## config.mk

```make
export PLATFORM = sky130hd
export DESIGN_NAME = pipe_hazard_ctrl_flat
export DESIGN_NICKNAME = d
export VERILOG_FILES = /design/src/rtl/pipe_hazard_ctrl_if.sv /design/src/rtl/pipe_hazard_ctrl.sv /design/src/flat_wrapper.sv
export SDC_FILE = /design/constraint.sdc
export NUM_CORES = 1
export LEC_CHECK = 0
export ABC_AREA = 1
export BUFFER_PORTS_ARGS = -buffer_cell sky130_fd_sc_hd__clkbuf_2
export CAP_MARGIN = 15
export CORE_AREA = 3 3 69 71
export DETAILED_ROUTE_END_ITERATION = 6
export DIE_AREA = 0 0 72 74
export HOLD_SLACK_MARGIN = 0.15
export PLACE_DENSITY = 0.72
export SKIP_CTS_REPAIR_TIMING = 1
export SYNTH_ARGS = -nofsm -noshare
export SYNTH_HDL_FRONTEND = slang
export SYNTH_SLANG_ARGS = --single-unit
```

## constraint.sdc

```tcl
create_clock -name clk -period 2.4 [get_ports clk]
set_input_delay 0.12 -clock clk [delete_from_list [all_inputs] [get_ports clk]]
set_output_delay 0.12 -clock clk [all_outputs]
set_load 0.05 [all_outputs]
```

## src/rtl/pipe_hazard_ctrl_if.sv

```systemverilog
// ---------------------------------------------------------------------------
// pipe_hazard_ctrl_if
//
// Purpose: bundles the signals exchanged between the 5-stage pipeline datapath
// and the hazard controller.
//
// Signal summary (direction as seen by the hazard controller):
//   id_rs, id_rt        in  [4:0] source registers of the instruction in ID
//   id_uses_rt          in        ID instruction actually reads rt
//   ex_rd               in  [4:0] destination of the instruction in EX
//   ex_regwrite         in        EX instruction writes the register file
//   ex_memread          in        EX instruction is a load
//   mem_rd              in  [4:0] destination of the instruction in MEM
//   mem_regwrite        in        MEM instruction writes the register file
//   mem_memread         in        MEM instruction reads data memory
//   mem_memwrite        in        MEM instruction writes data memory
//   dmem_ready          in        data memory completes the MEM access now
//   ex_branch_taken     in        branch in EX resolved taken
//   pc_en               out       PC write enable
//   en_if2id..en_mem2wb out       pipeline register write enables
//   flush_if2id         out       synchronous clear of IF/ID
//   flush_id2ex         out       synchronous clear of ID/EX (bubble insert)
//   stall_cycles        out [15:0] saturating count of cycles with pc_en low
//   mem_timeout         out       sticky memory-wait watchdog flag
//
// Modports: master = pipeline datapath side, slave = hazard controller.
// ---------------------------------------------------------------------------
interface pipe_hazard_ctrl_if;
  logic [4:0]  id_rs;
  logic [4:0]  id_rt;
  logic        id_uses_rt;
  logic [4:0]  ex_rd;
  logic        ex_regwrite;
  logic        ex_memread;
  logic [4:0]  mem_rd;
  logic        mem_regwrite;
  logic        mem_memread;
  logic        mem_memwrite;
  logic        dmem_ready;
  logic        ex_branch_taken;

  logic        pc_en;
  logic        en_if2id;
  logic        en_id2ex;
  logic        en_ex2mem;
  logic        en_mem2wb;
  logic        flush_if2id;
  logic        flush_id2ex;
  logic [15:0] stall_cycles;
  logic        mem_timeout;

  modport master (
    output id_rs, id_rt, id_uses_rt,
    output ex_rd, ex_regwrite, ex_memread,
    output mem_rd, mem_regwrite, mem_memread, mem_memwrite,
    output dmem_ready, ex_branch_taken,
    input  pc_en, en_if2id, en_id2ex, en_ex2mem, en_mem2wb,
    input  flush_if2id, flush_id2ex, stall_cycles, mem_timeout
  );

  modport slave (
    input  id_rs, id_rt, id_uses_rt,
    input  ex_rd, ex_regwrite, ex_memread,
    input  mem_rd, mem_regwrite, mem_memread, mem_memwrite,
    input  dmem_ready, ex_branch_taken,
    output pc_en, en_if2id, en_id2ex, en_ex2mem, en_mem2wb,
    output flush_if2id, flush_id2ex, stall_cycles, mem_timeout
  );
endinterface

```

## src/rtl/pipe_hazard_ctrl.sv

```systemverilog
// ---------------------------------------------------------------------------
// pipe_hazard_ctrl
//
// Purpose: stall / flush controller for a classic 5-stage pipeline. Decides
// each cycle whether the pipeline freezes (data memory busy), squashes the
// wrong-path instructions (taken branch), inserts one bubble (RAW hazard),
// or runs normally. Also tracks how long the data memory has been waiting
// and raises a sticky watchdog flag after a very long wait.
//
// Ports:
//   clk  in   pipeline clock, rising edge
//   rst  in   synchronous, active-high reset
//   hz   slave modport of pipe_hazard_ctrl_if (all pipeline-facing signals)
//
// Build option:
//   FWD_EN  defined   -> datapath forwards ALU results, only load-use stalls.
//           undefined -> no forwarding: any RAW against EX or MEM stalls.
//
// The enable/flush outputs are purely combinational from the current inputs
// so the datapath sees them in the same cycle; the FSM only measures how long
// a memory access has been outstanding.
// ---------------------------------------------------------------------------
module pipe_hazard_ctrl (
  input  logic               clk,
  input  logic               rst,
  pipe_hazard_ctrl_if.slave  hz
);

  typedef enum logic {
    RUN     = 1'b0,
    MEMWAIT = 1'b1
  } state_e;

  state_e      state_q;
  logic [7:0]  wait_q;
  logic        timeout_q;
  logic [15:0] stall_q, stall_d;

  logic mem_stall;
  logic load_use;
  logic hazard;

  // Data memory access that has not completed freezes the whole pipe.
  assign mem_stall = (hz.mem_memread | hz.mem_memwrite) & ~hz.dmem_ready;

  // Load in EX whose result the ID instruction needs; r0 is hardwired zero
  // and can never carry a dependency.
  assign load_use = hz.ex_memread && (hz.ex_rd != 5'd0) &&
                    ((hz.ex_rd == hz.id_rs) ||
                     (hz.id_uses_rt && (hz.ex_rd == hz.id_rt)));

`ifdef FWD_EN
  // Forwarding resolves every other RAW, so only the load-use case remains.
  assign hazard = load_use;

  // Destination/write info of the later stages is not needed here.
  logic unused_raw;
  assign unused_raw = ^{hz.ex_regwrite, hz.mem_rd, hz.mem_regwrite};
`else
  logic ex_raw, mem_raw;

  // Without forwarding the ID instruction must wait until every older
  // producer has left MEM. The bubble repeats each cycle until this clears.
  assign ex_raw  = hz.ex_regwrite && (hz.ex_rd != 5'd0) &&
                   ((hz.ex_rd == hz.id_rs) ||
                    (hz.id_uses_rt && (hz.ex_rd == hz.id_rt)));
  assign mem_raw = hz.mem_regwrite && (hz.mem_rd != 5'd0) &&
                   ((hz.mem_rd == hz.id_rs) ||
                    (hz.id_uses_rt && (hz.mem_rd == hz.id_rt)));
  assign hazard  = load_use | ex_raw | mem_raw;
`endif

  // Priority: reset > memory freeze > taken branch > RAW bubble > run.
  always_comb begin
    hz.pc_en       = 1'b1;
    hz.en_if2id    = 1'b1;
    hz.en_id2ex    = 1'b1;
    hz.en_ex2mem   = 1'b1;
    hz.en_mem2wb   = 1'b1;
    hz.flush_if2id = 1'b0;
    hz.flush_id2ex = 1'b0;
    if (rst) begin
      // Hold everything and clear the front registers while in reset.
      hz.pc_en       = 1'b0;
      hz.en_if2id    = 1'b0;
      hz.en_id2ex    = 1'b0;
      hz.en_ex2mem   = 1'b0;
      hz.en_mem2wb   = 1'b0;
      hz.flush_if2id = 1'b1;
      hz.flush_id2ex = 1'b1;
    end else if (mem_stall) begin
      // Full freeze; flushing now would destroy state we must resume with.
      hz.pc_en       = 1'b0;
      hz.en_if2id    = 1'b0;
      hz.en_id2ex    = 1'b0;
      hz.en_ex2mem   = 1'b0;
      hz.en_mem2wb   = 1'b0;
    end else if (hz.ex_branch_taken) begin
      // Squash the two wrong-path instructions; any hazard they had is moot.
      hz.flush_if2id = 1'b1;
      hz.flush_id2ex = 1'b1;
    end else if (hazard) begin
      // Hold PC and IF/ID, push a bubble into EX, let older work drain.
      hz.pc_en       = 1'b0;
      hz.en_if2id    = 1'b0;
      hz.flush_id2ex = 1'b1;
    end
  end

  // Memory-wait FSM with its wait counter and sticky watchdog flag.
  always_ff @(posedge clk) begin
    if (rst) begin
      state_q   <= RUN;
      wait_q    <= 8'd0;
      timeout_q <= 1'b0;
    end else begin
      case (state_q)
        RUN: begin
          if (mem_stall) begin
            state_q <= MEMWAIT;
            wait_q  <= 8'd0;
          end
        end
        MEMWAIT: begin
          if (wait_q == 8'hFF) timeout_q <= 1'b1;
          if (hz.dmem_ready) begin
            state_q <= RUN;
          end else if (wait_q != 8'hFF) begin
            wait_q <= wait_q + 8'd1;
          end
        end
        default: begin
          state_q <= RUN;
          wait_q  <= 8'd0;
        end
      endcase
    end
  end

  // Saturating stalled-cycle counter (any cycle the PC does not advance).
  always_comb begin
    stall_d = stall_q;
    if (!hz.pc_en && (stall_q != 16'hFFFF)) stall_d = stall_q + 16'd1;
  end

  always_ff @(posedge clk) begin
    if (rst) stall_q <= 16'd0;
    else     stall_q <= stall_d;
  end

  assign hz.stall_cycles = stall_q;
  assign hz.mem_timeout  = timeout_q;

endmodule

```

## src/flat_wrapper.sv

```systemverilog
// flat-port wrapper written by rule: the top's interface ports become plain ports
module pipe_hazard_ctrl_flat 
  (clk, rst, hz_id_rs, hz_id_rt, hz_id_uses_rt, hz_ex_rd, hz_ex_regwrite, hz_ex_memread, hz_mem_rd, hz_mem_regwrite, hz_mem_memread, hz_mem_memwrite, hz_dmem_ready, hz_ex_branch_taken, hz_pc_en, hz_en_if2id, hz_en_id2ex, hz_en_ex2mem, hz_en_mem2wb, hz_flush_if2id, hz_flush_id2ex, hz_stall_cycles, hz_mem_timeout);
  pipe_hazard_ctrl_if hz_i ();
  input  logic clk;
  input  logic rst;
  input wire logic [$bits(hz_i.id_rs)-1:0] hz_id_rs;
  input wire logic [$bits(hz_i.id_rt)-1:0] hz_id_rt;
  input wire logic [$bits(hz_i.id_uses_rt)-1:0] hz_id_uses_rt;
  input wire logic [$bits(hz_i.ex_rd)-1:0] hz_ex_rd;
  input wire logic [$bits(hz_i.ex_regwrite)-1:0] hz_ex_regwrite;
  input wire logic [$bits(hz_i.ex_memread)-1:0] hz_ex_memread;
  input wire logic [$bits(hz_i.mem_rd)-1:0] hz_mem_rd;
  input wire logic [$bits(hz_i.mem_regwrite)-1:0] hz_mem_regwrite;
  input wire logic [$bits(hz_i.mem_memread)-1:0] hz_mem_memread;
  input wire logic [$bits(hz_i.mem_memwrite)-1:0] hz_mem_memwrite;
  input wire logic [$bits(hz_i.dmem_ready)-1:0] hz_dmem_ready;
  input wire logic [$bits(hz_i.ex_branch_taken)-1:0] hz_ex_branch_taken;
  output wire logic [$bits(hz_i.pc_en)-1:0] hz_pc_en;
  output wire logic [$bits(hz_i.en_if2id)-1:0] hz_en_if2id;
  output wire logic [$bits(hz_i.en_id2ex)-1:0] hz_en_id2ex;
  output wire logic [$bits(hz_i.en_ex2mem)-1:0] hz_en_ex2mem;
  output wire logic [$bits(hz_i.en_mem2wb)-1:0] hz_en_mem2wb;
  output wire logic [$bits(hz_i.flush_if2id)-1:0] hz_flush_if2id;
  output wire logic [$bits(hz_i.flush_id2ex)-1:0] hz_flush_id2ex;
  output wire logic [$bits(hz_i.stall_cycles)-1:0] hz_stall_cycles;
  output wire logic [$bits(hz_i.mem_timeout)-1:0] hz_mem_timeout;
  assign hz_i.id_rs = hz_id_rs;
  assign hz_i.id_rt = hz_id_rt;
  assign hz_i.id_uses_rt = hz_id_uses_rt;
  assign hz_i.ex_rd = hz_ex_rd;
  assign hz_i.ex_regwrite = hz_ex_regwrite;
  assign hz_i.ex_memread = hz_ex_memread;
  assign hz_i.mem_rd = hz_mem_rd;
  assign hz_i.mem_regwrite = hz_mem_regwrite;
  assign hz_i.mem_memread = hz_mem_memread;
  assign hz_i.mem_memwrite = hz_mem_memwrite;
  assign hz_i.dmem_ready = hz_dmem_ready;
  assign hz_i.ex_branch_taken = hz_ex_branch_taken;
  assign hz_pc_en = hz_i.pc_en;
  assign hz_en_if2id = hz_i.en_if2id;
  assign hz_en_id2ex = hz_i.en_id2ex;
  assign hz_en_ex2mem = hz_i.en_ex2mem;
  assign hz_en_mem2wb = hz_i.en_mem2wb;
  assign hz_flush_if2id = hz_i.flush_if2id;
  assign hz_flush_id2ex = hz_i.flush_id2ex;
  assign hz_stall_cycles = hz_i.stall_cycles;
  assign hz_mem_timeout = hz_i.mem_timeout;
  pipe_hazard_ctrl u_core (.clk(clk), .rst(rst), .hz(hz_i));
endmodule
```

==> metrics.csv <==
metric,value,unit
hpwl,3390,µm
chipHeight,74,µm
wl_per_cell,10.5,µm
route.detailed.drc,0,
yosys_warnings,0,
start_util,0.435,
num_rows,24,
critPathCaptureType,flip-flop,
ys.flop_type,dfxtp_1,
clk_latency,0.28,ns
synth_area,1870,µm²
path_class,reg -> reg,
synth.most_common_cell,nand2_1,
synth_top_cells_by_count,"98 x nand2_1, 39 x inv_1, 33 x nor2_1",
grt_pass1_vias,1764,
cp.required,2.60,ns
finalClockSkew,0.0100,ns
cts_tree,done,
hold_viol,0,
core,4290,µm²
setup_viol,0,
overflow,0,
hold_path_class,in -> reg,
cp-start-kind,flip-flop,
whs,0.117,ns
clockBufferDepth,2,
gp_congestion,0.819,
status,"finished, final reports clean",
synth_top_area_frac,0.278,
ys_top_cells_by_area,"dfxtp_1 28%, nand2_1 20%, nand3_1 8.6%",
synth_seq_area_share,0.278,
ys_seq_elements,26,
synth_largest_area_cell,dfxtp_1,
drv_cap,0,
via_per_inst,4.88,
p_leak,1.06,nW
fin_crit,2.08,ns
rsz0062_at_grt,no,
areaGrowthSynthToFinish,17.3,%
dr.pass1.iters,4,
tightest_slew,0.620,ns
nFillCells,449,
die_w,72,µm
synth_area_per_cell,6.07,µm²
relSlewSlack,0.583,
synthCells,308,
syn_nets,340,
io_pins,54,
ys_types,31,
drv_slew,0,
min_path_cells,3,
diodes,0,
drt_iter0_markers,89,
finalWirelength,4280,µm
antenna_found_initial,0,
numCtsBuffers,3,
fin_area,2190,µm²
io_buffers,53,
grt_usage,0.168,
dpl_cell_area,2150,µm²
finalCritPeriodShare,0.868,
utilization,0.510,
power.density,408,nW/µm²
final_nets,390,
dr_total_vias,1993,
irDropWorstVdd,0.216,mV
drive_above_1_share,0.188,
grt_max_degree,24,
cp_max_fo,18,
cts.reportedPaths.clkPinSlew,0.09,ns
cts_root_buffer,clkbuf_8,
antenna_left,0,
synthArstFlopShare,0,
fin_setup_tns,0,ns
die_area,5330,µm²
clkSinkCount,26,
max_freq,0.480,GHz
grt_pass1_wl,7310,µm
synth_edf_count,0,
reg2regPathDepth,9,
htree_levels,1,
cp.arrival,2.29,ns
==> kinds of logic after synthesis <==
kind of cell             count (synthesis)  share of synthesized area
XOR/XNOR                                16                     0.0750
buffers and inverters                   48                      0.108
AO/OA/AOI/OAI                           32                     0.0957
AND/OR/NAND/NOR                        184                      0.430
flip-flops                              26                      0.278
adder cells (fa/ha/maj)                  2                     0.0134
==> power breakdown <==
| group | total [mW] | internal (mW) | switching (mW) |
|---|---|---|---|
| registers | 0.447 | 0.438 | 0.00936 |
| clock network | 0.249 | 0.113 | 0.137 |
| logic | 0.197 | 0.0601 | 0.137 |
==> worst max-delay path, cell delays in order, from the launching register on <==
cell,delay (ns)
dfxtp_1,0.45
ha_1,0.25
nand2_2,0.09
nor3_4,0.23
nand3_1,0.11
nor3_2,0.14
nand2_2,0.25
nand2_4,0.26
nand2_1,0.07
a21oi_1,0.13
==> path summary, 6_finish.rpt <==
| kind | endpoint | start | slack, ns |
|---|---|---|---|
| min | u_core.state_q | hz_mem_memread | 0.12 |
| min reg2reg | u_core.hz.mem_timeout | u_core.hz.mem_timeout | 0.49 |
| max reg2reg | u_core.hz.stall_cycles[4] | u_core.hz.stall_cycles[0] | 0.32 |
| max | u_core.hz.stall_cycles[4] | u_core.hz.stall_cycles[0] | 0.32 |
==> cell usage in the layout, fill, tap and decap left out, drive strengths merged, types with 2 or more instances in the layout <==
cell    count
ha          2
a21oi      22
nand3      32
nor2       33
inv        40
o21ai       5
xnor2       6
xor2       10
nand4       3
clkbuf     56
nor3        9
nor3b       3
dfxtp      26
nand2     102
==> per-layer routing <==
metal | GRT usage | vias to the layer above | routed length (µm)
li1 | - | 1076 | -
met1 | 0.207 | 865 | 1990
met2 | 0.303 | 48 | 2000
met3 | 0.0324 | 4 | 258
met4 | 0.0376 | 0 | 31
met5 | 0 | - | 0
==> final cells by class <==
class                           instances  area [µm²]  area share
Tap cell                               52        65.1      0.0297
Clock buffer                            3        41.3      0.0188
Timing Repair Buffer                   53         265       0.121
Multi-Input combinational cell        234        1150       0.525
Sequential cell                        26         520       0.237
Inverter                               40         150      0.0685
==> state kept, by name (all words and copies together), names as in the netlist <==
name and cells:
u_core.state_q 1, u_core.hz.stall_cycles 16, u_core.wait_q 8, u_core.hz.mem_timeout 1
==> through the flow <==
stage               total power [mW]  cells  setup slack, ns
floorplan                      0.599    308            0.200
global placement               0.653    405            0.467
detailed placement             0.655    405            0.372
CTS                            0.902    408            0.348
global route                   0.942    408            0.121
finish                         0.894    408            0.316
No activity file was read; power rests on OpenSTA's default activity.
